--- config.mk ---
export PLATFORM = sky130hd
export DESIGN_NAME = symbol_grid_sequencer
export DESIGN_NICKNAME = d
export VERILOG_FILES = /design/src/rtl/symbol_grid_sequencer.sv
export SDC_FILE = /design/constraint.sdc
export NUM_CORES = 1
export LEC_CHECK = 0
export CAP_MARGIN = 20
export CELL_PAD_IN_SITES_DETAIL_PLACEMENT = 0
export CELL_PAD_IN_SITES_GLOBAL_PLACEMENT = 1
export CORE_UTILIZATION = 37
export DETAILED_ROUTE_END_ITERATION = 8
export PLACE_DENSITY = 0.9
export SKIP_CTS_REPAIR_TIMING = 1
export SLEW_MARGIN = 40
export SYNTH_ARGS = -nofsm -noshare
export SYNTH_HDL_FRONTEND = slang
export SYNTH_SLANG_ARGS = --single-unit
--- constraint.sdc ---
create_clock -name clk -period 2.6 [get_ports clk]
set_clock_uncertainty 0.15 [all_clocks]
set_input_delay 0.78 -clock clk [delete_from_list [all_inputs] [get_ports clk]]
set_output_delay 0.78 -clock clk [all_outputs]
set_load 0.005 [all_outputs]
--- src/rtl/symbol_grid_sequencer.sv ---
// Walks a ROWS x COLS board, hands each occupied cell's base (x,y) to the symbol
// drawer and gates plot; optional DRAW watchdog enabled by SEQ_WATCHDOG_EN.
module symbol_grid_sequencer #(
  parameter int unsigned COLS    = 4,
  parameter int unsigned ROWS    = 4,
  parameter int unsigned CELL_W  = 16,
  parameter int unsigned CELL_H  = 16,
  parameter int unsigned X0      = 16,
  parameter int unsigned Y0      = 8,
  parameter int unsigned TIMEOUT = 64
) (
  input  logic                 clk,
  input  logic                 reset_n,
  input  logic                 start,
  input  logic [ROWS*COLS-1:0] occupied,
  input  logic                 sym_done,
  output logic                 draw_en,
  output logic [7:0]           base_x,
  output logic [6:0]           base_y,
  output logic                 plot,
  output logic                 busy,
  output logic                 done,
  output logic                 err
);

  localparam int unsigned NCELLS = ROWS * COLS;
  localparam int unsigned IDXW   = (NCELLS > 1) ? $clog2(NCELLS) : 1;
  localparam logic [IDXW-1:0] LAST = IDXW'(NCELLS - 1);

  typedef enum logic [2:0] {IDLE, SCAN, DRAW, GAP, FIN} state_t;

  state_t            state, state_next;
  logic [NCELLS-1:0] mask;
  logic [IDXW-1:0]   idx;
  logic              timeout_hit;

`ifdef SEQ_WATCHDOG_EN
  localparam int unsigned WDW = $clog2(TIMEOUT + 1);
  logic [WDW-1:0] wd_cnt;

  // wd_cnt counts completed DRAW cycles, so the abort lands on the TIMEOUT-th one
  assign timeout_hit = (state == DRAW) && !sym_done && (wd_cnt == WDW'(TIMEOUT - 1));

  always_ff @(posedge clk or negedge reset_n) begin
    if (!reset_n) begin
      wd_cnt <= '0;
      err    <= 1'b0;
    end else begin
      wd_cnt <= (state == DRAW) ? wd_cnt + 1'b1 : '0;
      if (timeout_hit) err <= 1'b1;
    end
  end
`else
  assign timeout_hit = 1'b0;
  assign err         = 1'b0;
`endif

  always_ff @(posedge clk or negedge reset_n) begin
    if (!reset_n) state <= IDLE;
    else          state <= state_next;
  end

  always_comb begin
    state_next = state;
    case (state)
      IDLE: if (start) state_next = SCAN;
      SCAN: begin
        if (mask[idx])         state_next = DRAW;
        else if (idx == LAST)  state_next = FIN;
      end
      DRAW: if (sym_done || timeout_hit) state_next = GAP;
      GAP:  state_next = (idx == LAST) ? FIN : SCAN;
      FIN:  state_next = IDLE;
      default: state_next = IDLE;
    endcase
  end

  always_ff @(posedge clk or negedge reset_n) begin
    if (!reset_n) begin
      mask   <= '0;
      idx    <= '0;
      base_x <= 8'(X0);
      base_y <= 7'(Y0);
    end else begin
      case (state)
        IDLE: begin
          if (start) begin
            mask <= occupied;
            idx  <= '0;
          end
        end
        SCAN: begin
          base_x <= 8'(X0 + (32'(idx) % COLS) * CELL_W);
          base_y <= 7'(Y0 + (32'(idx) / COLS) * CELL_H);
          if (!mask[idx] && idx != LAST) idx <= idx + 1'b1;
        end
        GAP: begin
          if (idx != LAST) idx <= idx + 1'b1;
        end
        default: ;
      endcase
    end
  end

  assign draw_en = (state == DRAW);
  assign plot    = (state == DRAW);
  assign busy    = (state != IDLE);
  assign done    = (state == FIN);

endmodule

==> metrics.csv <==
metric,value,unit
Num CTS Buffers,3,
Worst Hold End,base_x[5],
Global Route Usage Sum,0.142,
M1 GR Usage,0.173,
initial antenna violation count,0,
clock insertion delay at the later pin of the skew report,0.27,ns
first-pass GRT wire length,4.75,mm
DRT Wirelength,2.79,mm
hold depth,2,
clk buf depth,2,
sequential power share,0.390,
combinational power share,0.454,
die area,4290,um^2
largest net degree at the start of global routing,29,
Starting Density,0.395,
post-synthesis cell area,1490,um^2
met2 Use GR,0.262,
CORE AREA,3770,um^2
Synth Instances,138,
WL/cell,13.1,um
Via density,5.10,
ant diodes,0,
Internal Power,1.42,mW
Synth cell types,37,
Max Cap Violations,0,
synthesized area per cell,10.8,um^2
antenna-violating nets left,0,
FF-to-FF End,idx[3],
DR iter-0 viols,32,
dpl hpwl,2.10,mm
fin crit share,0.977,
final core occ,0.493,
Psw,0.741,mW
final-report hold violation count,0,
"Slew Viols, Final",0,
Layout Nets,188,
Critical Path RT,1.67,ns
Inst Count DP,208,
share of cells above drive strength 1,0.223,
PortBufs,28,
clk slew on worst S/H paths,0.09,ns
yosys warns,0,
HP Class,reg -> reg,
H-tree depth,1,
leakage power total,0.807,nW
Highest Clock Rate,394,MHz
Setup TNS,0,ns
RR Startpoint,idx[0],
Setup CP Type,reg -> out,
drt first pass iters,4,
Overall Power,2.16,mW
Die Width,65.5,um
IO Pins,40,
gr busiest metal,met2,
"Setup violations, final",0,
clock sink total,28,
vias in the first global route,1029,
Layout Area Growth over Synthesis,24.7,%
r2r setup slk,0.24,ns
gpl congestion,0.852,
P per Cell Area,1160,nW/um^2
DRC viols,0,
grt met3 use,0.0208,
fillcell total,338,
post-route insts no fill,214,
CTS tree,yes,
worst r2r path cells,5,
vias after detailed routing,1091,
crit path max fanout,7,
Setup crit end kind,output port,
RSZ-0062 raised after global routing,false,
switching part of the total,0.344,
critical path arrival,1.61,ns
status,completed,
post-synthesis sequential area ratio,0.471,
Final min period,2.54,ns
Root Buffer,clkbuf_8,
Setup crit start kind,flip-flop,
Clock power frac,0.156,
die height,65.5,um
FP Rows,22,
GR Overflow Total,0,
peak supply drop,589,uV
worst hold start,base_x[5],
"flops & latches, synth",28,
cell usage after synthesis:
master | count | area (um^2)
a21o_1 | 2 | 15.0
or3_1 | 1 | 6.26
nand2_1 | 18 | 67.6
nand3_1 | 3 | 15.0
o221ai_1 | 1 | 8.76
and2_1 | 1 | 6.26
nor2_1 | 4 | 15.0
nand2b_1 | 2 | 12.5
a21oi_1 | 4 | 20.0
buf_4 | 12 | 90.1
inv_1 | 3 | 11.3
ha_1 | 1 | 12.5
mux2i_1 | 1 | 10.0
nor2b_1 | 1 | 6.26
buf_2 | 3 | 15.0
a2111o_1 | 1 | 11.3
nor4b_1 | 1 | 8.76
and3_1 | 2 | 12.5
clkbuf_1 | 2 | 7.51
nor3_1 | 5 | 25.0
o22ai_2 | 2 | 25.0
and2_2 | 1 | 7.51
conb_1 | 2 | 7.51
dfrtp_1 | 27 | 676
a21o_2 | 1 | 8.76
mux2_2 | 17 | 191
mux2_1 | 1 | 11.3
a2111oi_0 | 1 | 8.76
a31oi_1 | 1 | 6.26
o21ai_0 | 7 | 35.0
o22ai_1 | 2 | 12.5
buf_6 | 1 | 11.3
nand3b_1 | 1 | 7.51
or4_1 | 1 | 7.51
o21ai_1 | 1 | 5.00
mux4_2 | 3 | 67.6
dfstp_2 | 1 | 26.3
cell type report:
cell class / instances / area [um^2] / share of cell area
multi-input cells: 98 / 693 / 0.373
clock inverters: 1 / 30.0 / 0.0161
inverters: 3 / 11.3 / 0.00605
clock buffers: 3 / 41.3 / 0.0222
repair buffers: 33 / 322 / 0.173
well taps: 48 / 60.1 / 0.0323
flip-flops and latches: 28 / 703 / 0.378
worst max-delay path, stage by stage (launching register included):
cell             delay [ns]
dfrtp_1                0.47
or3_1                  0.42
clkdlybuf4s50_1        0.45
how the worst max path moves through the flow:
stage                        start      end  slack [ns]  cells past startpoint
final                     state[0]     busy        0.06                      2
after global routing      state[0]     busy       0.004                      2
after global placement       start   idx[3]        0.23                      5
after detailed placement     start   idx[3]        0.19                      5
after CTS                 state[1]  draw_en       -0.07                      3
after floorplan             idx[0]   idx[3]        0.48                      6
state kept, by name, indices dropped and copies added (netlist names):
register	flops
state	3
idx	4
base_y	2
mask	16
base_x	3
cell usage in the layout, fill, tap and decap left out, types with 2 or more instances in the layout:
master / synthesis / routed
buf_4: 12 / 4
o21ai_0: 7 / 7
a21o_1: 2 / 2
inv_1: 3 / 2
nor3_1: 5 / 4
nand3_1: 3 / 3
nand2b_1: 2 / 2
clkdlybuf4s50_1: 0 / 28
clkbuf_8: 0 / 3
conb_1: 2 / 11
o22ai_2: 2 / 2
nor2_1: 4 / 4
a21oi_1: 4 / 4
dfrtp_1: 27 / 26
and3_1: 2 / 2
nand2_1: 18 / 18
mux4_2: 3 / 3
o22ai_1: 2 / 2
mux2_2: 17 / 17
through the flow:
step / instance area (um^2) / hold WS [ns] / setup WS [ns]
after floorplan: 1530 / 0.319 / 0.476
after global placement: 1760 / 0.315 / 0.231
after detailed placement: 1760 / 0.324 / 0.185
after CTS: 1840 / 0.348 / -0.0695
after global routing: 1860 / 0.376 / 0.00392
final: 1860 / 0.339 / 0.0608
per-layer routing:
layer,wire (um),share of wire
met1,1190,0.42
met2,1480,0.53
met3,110,0.039
met4,13,0.0047
met5,0,0
kinds of logic after synthesis:
logic type	count (synthesis)	synth area share
other	2	0.00504
buffers and inverters	21	0.0906
AOI/OAI and AO/OA	23	0.105
adders and majority gates	1	0.00839
muxes	22	0.188
DFF	28	0.471
and+or+nand+nor	41	0.133
power by group through the flow:
stage | clock, mW | sequential (mW) | combinational [mW]
floorplan | 0 | 0.744 | 0.774
global placement | 0 | 0.839 | 0.931
detailed placement | 0 | 0.852 | 0.947
CTS | 0.348 | 0.841 | 0.951
global route | 0.365 | 0.876 | 1.09
finish | 0.337 | 0.840 | 0.979
Note: power is estimated with default switching activity, not from simulation.
